## src/rtl/instruction_fetch.sv

```systemverilog
// rtl/instruction_fetch.sv - RISC-V fetch stage: PC, imem req/ack, skid buffer, redirect squash
module instruction_fetch #(
    parameter logic [31:0] RESET_PC = 32'h0000_0000
) (
    input  logic        clock,
    input  logic        reset_n,
    output logic        imem_req,
    output logic [31:0] imem_addr,
    input  logic        imem_ack,
    input  logic [31:0] imem_rdata,
    input  logic        redirect,
    input  logic [31:0] redirect_pc,
    input  logic        stall,
    output logic        instr_valid,
    output logic [31:0] instr_out,
    output logic [31:0] pc_out
);

    typedef enum logic [1:0] {
        S_IDLE  = 2'd0,
        S_FETCH = 2'd1,
        S_HOLD  = 2'd2
    } state_t;

    state_t      state;
    logic [31:0] pc;
    logic [31:0] req_addr;
    logic [31:0] skid_instr;
    logic [31:0] skid_pc;
    logic        drop;

    logic        ack;
    logic        consume;
    logic [31:0] redirect_target;
    logic [31:0] next_addr;

    assign ack             = imem_req & imem_ack;
    assign consume         = instr_valid & ~stall;
    assign redirect_target = redirect_pc & ~32'h3;
    assign next_addr       = req_addr + 32'd4;
    assign imem_addr       = req_addr;

    always_ff @(posedge clock or negedge reset_n) begin
        if (!reset_n) begin
            state       <= S_IDLE;
            imem_req    <= 1'b0;
            pc          <= RESET_PC;
            req_addr    <= RESET_PC;
            drop        <= 1'b0;
            instr_valid <= 1'b0;
            instr_out   <= 32'd0;
            pc_out      <= 32'd0;
            skid_instr  <= 32'd0;
            skid_pc     <= 32'd0;
        end else if (redirect) begin
            pc          <= redirect_target;
            instr_valid <= 1'b0;
            instr_out   <= 32'd0;
            skid_instr  <= 32'd0;
            skid_pc     <= 32'd0;
            if (state == S_FETCH) begin
                // Without an ack the request must finish at its old address, so mark it for discard.
                if (ack) begin
                    req_addr <= redirect_target;
                    drop     <= 1'b0;
                end else begin
                    drop     <= 1'b1;
                end
            end else begin
                state    <= S_FETCH;
                imem_req <= 1'b1;
                req_addr <= redirect_target;
                drop     <= 1'b0;
            end
        end else begin
            if (consume) begin
                instr_valid <= 1'b0;
                instr_out   <= 32'd0;
            end
            case (state)
                S_IDLE: begin
                    state    <= S_FETCH;
                    imem_req <= 1'b1;
                    req_addr <= pc;
                end
                S_FETCH: begin
                    if (ack) begin
                        if (drop) begin
                            drop     <= 1'b0;
                            req_addr <= pc;
                        end else if (!instr_valid || !stall) begin
                            instr_out   <= imem_rdata;
                            pc_out      <= req_addr;
                            instr_valid <= 1'b1;
                            pc          <= next_addr;
                            req_addr    <= next_addr;
                        end else begin
                            skid_instr <= imem_rdata;
                            skid_pc    <= req_addr;
                            pc         <= next_addr;
                            state      <= S_HOLD;
                            imem_req   <= 1'b0;
                        end
                    end
                end
                S_HOLD: begin
                    // The output slot is always live here, so stall=0 means it is consumed this edge.
                    if (!stall) begin
                        instr_out   <= skid_instr;
                        pc_out      <= skid_pc;
                        instr_valid <= 1'b1;
                        req_addr    <= pc;
                        state       <= S_FETCH;
                        imem_req    <= 1'b1;
                    end
                end
                default: begin
                    state    <= S_IDLE;
                    imem_req <= 1'b0;
                end
            endcase
        end
    end

endmodule

```

## config.mk

```make
export PLATFORM = sky130hd
export DESIGN_NAME = instruction_fetch
export DESIGN_NICKNAME = d
export VERILOG_FILES = /design/src/rtl/instruction_fetch.sv
export SDC_FILE = /design/constraint.sdc
export NUM_CORES = 1
export LEC_CHECK = 0
export BUFFER_PORTS_ARGS = -buffer_cell sky130_fd_sc_hd__buf_4
export CAP_MARGIN = 20
export CORE_MARGIN = 2
export CORE_UTILIZATION = 63
export CTS_BUF_LIST = sky130_fd_sc_hd__clkbuf_4 sky130_fd_sc_hd__clkbuf_8
export CTS_CLUSTER_SIZE = 24
export DETAILED_ROUTE_END_ITERATION = 7
export HOLD_SLACK_MARGIN = 0.1
export PLACE_DENSITY = 0.89
export SLEW_MARGIN = 20
export SYNTH_ARGS = -nofsm -noshare
export SYNTH_HDL_FRONTEND = slang
export SYNTH_SLANG_ARGS = --single-unit
```

## constraint.sdc

```tcl
create_clock -name clock -period 5.2 [get_ports clock]
set_clock_uncertainty 0.05 [all_clocks]
set_input_delay 0.52 -clock clock [delete_from_list [all_inputs] [get_ports clock]]
set_output_delay 0.52 -clock clock [all_outputs]
set_load 0.01 [all_outputs]
```

==> metrics.md, run 1 <==
| Metric | Value |
|---|---|
| Most area-hungry cell type in the Yosys netlist | dfrtp_1 |
| Worst setup path category | register to register |
| Vias in the first global route | 8,556 |
| Slew @ Worst Pin | roughly 1100 ps |
| Via count | just under 9,000 |
| Fin. Hold Viols | 0 |
| Die Ht | 128 um |
| EDFF count, synth | 0 |
| Fin nets | around 1,200 |
| Global-route wire length before repair | about 43,000 um |
| Proportion of layout cells with a drive suffix above 1 | between 20 and 25% |
| TritonCTS buffer count | 17 |
| Status | finished, final reports clean |
| YS warnings | 0 |
| Core Rows | 45 |
| Largest net degree at the start of global routing | approximately 130 |
| Synth area leaders | dfrtp_1 (51%), a22oi_1 (6.8%), a21oi_1 (4.7%), nand2_1 (4.6%), a22o_1 (4.3%) |
| Net Sw Power | 2.23 mW |
| PD cells | 491 nW/um^2 |
| Seq pwr share | 42.1% |
| Hold WC Path Type | input pin to async pin |
| Netlist cell types | a little under 60 |
| Slew Limit Fails | 0 |
| Antenna Nets Post-Route | 0 |
| Clock slew at reported path FFs | about 100 ps |
| Cell count after synthesis | approximately 1,000 |
| Worst Path Required | ~5600 ps |
| Peak supply drop | 0.251 mV |
| Grt ovf | 0 |
| Die X | 128 um |
| CTS sink count | between 150 and 200 |
| Root Buffer Master | clkbuf_8 |
| Initial antenna violation count | 0 |
| Count leader, synth | dfrtp_1 |
| Minimum clock period | 3310 ps |
| #FFs+latches synth | around 200 |
| Starting Density | 64.1% |
| Relative slew margins | between 20% and 30% |
| Int Pwr | roughly 3.4 mW |
| Comb power frac | a little under two fifths |
| Critical Path Start Type | register |
| Total track usage | about a third |
| Non-filler instance count after layout | about 1,300 |
| H-tree lvl count | 4 |
| Full die area | roughly 16,000 um^2 |
| Core region area | 15,100 um^2 |
| Critical Path Sink Type | register |
| Syn_area_per_cell | 9.72 um^2 |
| Clock Power Share | about a fifth |
| Leak pwr | between 4 and 5 nW |
| Final WL | between 20,000 and 30,000 um |
| Reg2reg path depth | 9 |
| Crit-path max FO | 24 |
| Final Setup Violations | 0 |
| # resized after CTS | 0 |
| Switching part of the total | about two fifths |
| Most frequently used flop master after synthesis | dfrtp_1 |
| Antenna diodes | 0 |
| Placed Instances | between 1,000 and 1,500 |
| Max Root-Sink Buffers | 2 |
| I/O pin total | 167 |
| Area share of the largest cell type after synthesis | between 50% and 60% |
| Critical Path AT | 3670 ps |
| Pre-antenna DRT Iters | 6 |
| Setup TNS | 0 ps |
| Post-CTS Setup Bufs | 0 |
| Area Growth Syn to Fin | 18.2% |
| DRC Markers | 0 |
| Gp weighted congestion | ~0.85 |
| MaxCap Viol Count | 0 |
| RSZ-0062 raised after global routing | no |
| Max Freq | between 300 and 400 MHz |
| Clk Latency, worst-skew pair | 490 ps |
| Post-layout total power | roughly 5.6 mW |
| FFs w/ async S/R, synth | between 90% and 100% |
| CTS tree | built |
| Via/cell ratio | 6.74 |
| Layout fillers | roughly 1,100 |
| Net count after synthesis | 1,068 |
| DR iter-0 viols | roughly 1,200 |
| Synth cell count leaders | dfrtp_1 (197), nand2_1 (118), a21oi_1 (90), a22oi_1 (88), nor2_1 (78) |
| DR WL/cell | around 20 um |
| Fin crit share | 63.6% |
| Mapped Area | roughly 9700 um^2 |
| HPWL Detailed | around 17,000 um |
| CTS Hold Bufs | 0 |
| Seq/Total Area, Yosys | about half |
| Number of port buffers | ~160 |
stage by stage:
| stage | cell area, um^2 | utilization, % | hold WS, ps | setup slack (ps) |
|---|---|---|---|---|
| finish | 11400 | 75.7 | 128 | 1890 |
| floorplan | 9670 | - | 174 | 2940 |
| CTS | 11400 | 75.6 | 171 | 1570 |
| global route | 11400 | 75.7 | 178 | 1690 |
| detailed placement | 11000 | 72.7 | 441 | 1630 |
| global placement | 11000 | 72.7 | 433 | 1810 |
state kept, by name, summed over array words and instances, names as in the netlist:
name / count
instr_out: 32
instr_valid: 1
state: 2
skid_pc: 32
imem_req: 1
pc: 32
imem_addr: 32
drop: 1
pc_out: 32
skid_instr: 32
worst max-delay path: stages (launching register included):
cell and delay [ps]:
dfrtp_1 440, inv_1 130, ha_1 430, nor2b_1 250, nand3_1 490, a221oi_4 710
buf_6 270, buf_4 260, nor2_1 60, a21oi_1 120
power groups by stage:
stage / Combinational, mW / Clock, mW / Sequential (mW)
after detailed placement: 2.11 / 0 / 2.37
after global placement: 2.03 / 0 / 2.35
after floorplan: 1.24 / 0 / 2.32
final: 2.15 / 1.10 / 2.36
after CTS: 2.13 / 1.11 / 2.35
after global routing: 2.34 / 1.17 / 2.41
path summary, 6_finish.rpt:
path | from | end | slack (ps)
setup / recovery | state[1] | pc_out[14] | 1890
hold / removal | reset_n | pc_out[15] | 130
setup reg to reg | state[1] | pc_out[14] | 1890
hold reg to reg | pc[19] | pc[19] | 460
max in group asynchronous | reset_n | imem_addr[12] | 3850
min in group clock | imem_ack | drop | 180
cells in the final DEF (no fill, tap or decap), types with 10 or more instances in the layout:
cell type	count
dfrtp_1	197
buf_4	184
nand2_1	118
a21oi_1	89
a22oi_1	88
nor2_1	73
o21ai_0	49
a22o_1	48
mux2i_1	36
o22ai_1	35
xnor2_1	22
clkbuf_8	20
nand3_1	13
inv_1	10
routing by layer:
layer | GRT usage, % | share of wire [%] | vias to the layer above
met1 | 45.2 | 40 | 4356
li1 | - | - | 3868
met2 | 52.5 | 48 | 515
met4 | 12.9 | 3.0 | 0
met3 | 7.26 | 9.0 | 81
met5 | 0 | 0 | -
cell type report:
type | instances | area, um^2 | share of cell area (%)
clock buffers | 20 | 269 | 2.36
flip-flops and latches | 197 | 4930 | 43.2
multi-input cells | 695 | 4370 | 38.2
repair buffers | 186 | 1410 | 12.3
inverters | 10 | 37.5 | 0.329
well taps | 188 | 235 | 2.06
clock inverters | 12 | 178 | 1.56
logic make-up after synthesis:
kind of cell | synth area share [%]
flip-flops | 51.0
AO/OA/AOI/OAI | 25.2
multiplexers | 3.84
adder cells (fa/ha/maj) | 0.647
buffers and inverters | 4.17
XOR/XNOR | 2.54
AND/OR/NAND/NOR | 12.6
Note: power is estimated with default switching activity, not from simulation.
==> run 2, diff against run 1 <==
CORE_UTILIZATION = 58   (was 63)
PLACE_DENSITY = 0.83   (was 0.89)
clock period = 3.45 ns   (was 5.2 ns; I/O delays follow)
==> metrics.md, run 2 (synthesized netlist as in run 1, its figures left out) <==
| Metric | Value |
|---|---|
| Critical Path AT | 3320 ps (was 3670 ps) |
| Top cell family by delay on the critical path | simple AND/OR/NAND/NOR gates (was compound AO/OA/AOI/OAI gates) |
| Non-filler instance count after layout | 1,407 (was 1,308) |
| Critical Path Start Type | register (unchanged) |
| Initial antenna violation count | 0 (unchanged) |
| Slew Limit Fails | 0 (unchanged) |
| Fin. Hold Viols | 0 (unchanged) |
| MaxCap Viol Count | 0 (unchanged) |
| Critical path's slowest cell | nor2b_1 (was a221oi_4) |
| Proportion of layout cells with a drive suffix above 1 | 20.7% (was 21.4%) |
| Core Rows | 47 (was 45) |
| PD cells | 702 nW/um^2 (was 491 nW/um^2) |
| Commonest non-fill, non-tap cell in the layout | dfrtp_1 (unchanged) |
| Starting Density | 58.9% (was 64.1%) |
| Vias in the first global route | 8,602 (was 8,556) |
| Max incr delay on CP | 520 ps (was 710 ps) |
| Die X | 133 um (was 128 um) |
| Hold WC Path Type | input pin to register (was input pin to async pin) |
| Status | finished, final reports clean (unchanged) |
| Crit-path max FO | 17 (was 24) |
| H-tree lvl count | 4 (unchanged) |
| DRC Markers | 0 (unchanged) |
| Leak pwr | 5.17 nW (was 4.87 nW) |
| Largest net degree at the start of global routing | 112 (was 127) |
| Fin area | 12,100 um^2 (was 11,400 um^2) |
| Crit Reg-Reg Startpoint | state[1] (unchanged) |
| Final WL | 26,800 um (was 26,600 um) |
| Total track usage | 31.0% (was 33.2%) |
| Post-layout total power | 8.52 mW (was 5.61 mW) |
| Max Root-Sink Buffers | 2 (unchanged) |
| Post-layout util | 74.0% (was 75.7%) |
| Fin crit share | 85.5% (was 63.6%) |
| Setup TNS | 0 ps (unchanged) |
| Gp weighted congestion | 0.844 (was 0.848) |
| Placed Instances | 1,316 (was 1,275) |
| Root Buffer Master | clkbuf_8 (unchanged) |
| Via count | 8,830 (was 8,820) |
| RSZ-0062 raised after global routing | no (unchanged) |
| Worst setup path category | register to register (unchanged) |
| Pre-antenna DRT Iters | 5 (was 6) |
| Fin nets | 1,249 (was 1,181) |
| I/O pin total | 167 (unchanged) |
| HPWL Detailed | 16,500 um (was 16,700 um) |
| DR WL/cell | 19.1 um (was 20.3 um) |
| DR iter-0 viols | 946 (was 1,169) |
| Slew @ Worst Pin | 1040 ps (was 1080 ps) |
| CP Launch Point | state[1] (unchanged) |
| Critical Path Sink Type | register (unchanged) |
| # resized after CTS | 0 (unchanged) |
| Antenna Nets Post-Route | 0 (unchanged) |
| Placed Area | 11,100 um^2 (was 11,000 um^2) |
| Area Growth Syn to Fin | 25.6% (was 18.2%) |
| Core region area | 16,400 um^2 (was 15,100 um^2) |
| CTS tree | built (unchanged) |
| Relative slew margins | 30.5% (was 27.7%) |
| Full die area | 17,700 um^2 (was 16,300 um^2) |
| Grt ovf | 0 (unchanged) |
| Clock slew at reported path FFs | 90 ps (was 100 ps) |
| Worst Hold Launch | redirect_pc[19] |
| Worst Path Required | 3820 ps (was 5560 ps) |
| Number of port buffers | 164 (unchanged) |
| Die Ht | 133 um (was 128 um) |
| Most frequent cells in the layout | dfrtp_1 (197), buf_4 (191), nand2_1 (118), a21oi_1 (89), a22oi_1 (88) (was dfrtp_1 (197), buf_4 (184), nand2_1 (118), a21oi_1 (89), a22oi_1 (88)) |
| CTS sink count | 197 (unchanged) |
| Worst Path Buf+Inv | 2 (was 3) |
| Peak supply drop | 0.349 mV (was 0.251 mV) |
| Minimum clock period | 2950 ps (was 3310 ps) |
| Via/cell ratio | 6.28 (was 6.74) |
| Crit-path cells | inv_1 -> ha_1 -> nor2b_1 -> nand2_1 -> buf_4 -> o41ai_1 -> a22o_1 (was inv_1 -> ha_1 -> nor2b_1 -> nand3_1 -> a221oi_4 -> buf_6 -> buf_4 -> nor2_1 -> a21oi_1) |
| Antenna diodes | 0 (unchanged) |
| Final Setup Violations | 0 (unchanged) |
| Clk Latency, worst-skew pair | 490 ps (about the same) |
| Global-route wire length before repair | 44,100 um (was 43,000 um) |
| Max Freq | 339 MHz (was 302 MHz) |
| TritonCTS buffer count | 17 (unchanged) |
-- run 2: worst register-to-register path, stage by stage, from the launching register on --
cell and delay [ps]:
dfrtp_1 420, inv_1 110, ha_1 430, nor2b_1 520
nand2_1 510, buf_4 340, o41ai_1 350, a22o_1 170
-- run 2: final timing paths --
path | to | slack (ps) | depth (start not counted)
worst max-delay path | imem_addr[21] | 500 | 7
worst min-delay path | pc[19] | 110 | 3
worst max register to register | imem_addr[21] | 500 | 7
worst min register to register | skid_pc[12] | 460 | 1
max in group asynchronous | skid_instr[31] | 1970 | 3
min in group asynchronous | pc_out[18] | 490 | 2
-- run 2: where the power goes --
part	total [mW]	switching (mW)	leakage, nW	internal, mW
Sequential	3.55	0.699	2.54	2.85
Clock	1.66	0.798	0.218	0.867
Combinational	3.31	1.82	2.41	1.49
-- run 2: area by class of cell --
class	instances	area, um^2
Sequential cell	197	4930
Multi-Input combinational cell	695	4360
Fill cell	1125	4270
Timing Repair Buffer	254	2090
Clock buffer	23	298
Tap cell	220	275
Clock inverter	8	148
Inverter	10	37.5
-- run 2: stage by stage --
step	hold slack, ps	setup WS [ps]
2_1_floorplan	-0.591	1190
3_3_place_gp	434	686
3_5_place_dp	441	593
4_1_cts	103	558
5_1_grt	109	286
6_report	114	501
-- run 2: timing repair --
| item | in CTS | in global routing |
|---|---|---|
| endpoints found under the hold margin | 167 | 0 |
| hold buffers | 60 | 0 |
| setup buffers | 0 | 0 |
| endpoints found under the setup margin | 0 | 0 |
-- run 2: metal layers --
layer	part of all wire [%]	track usage, %	vias up
li1	-	-	4007
met4	1.9	9.52	0
met2	49	50.3	435
met1	42	42.8	4344
met5	0	0	-
met3	7.1	6.20	44
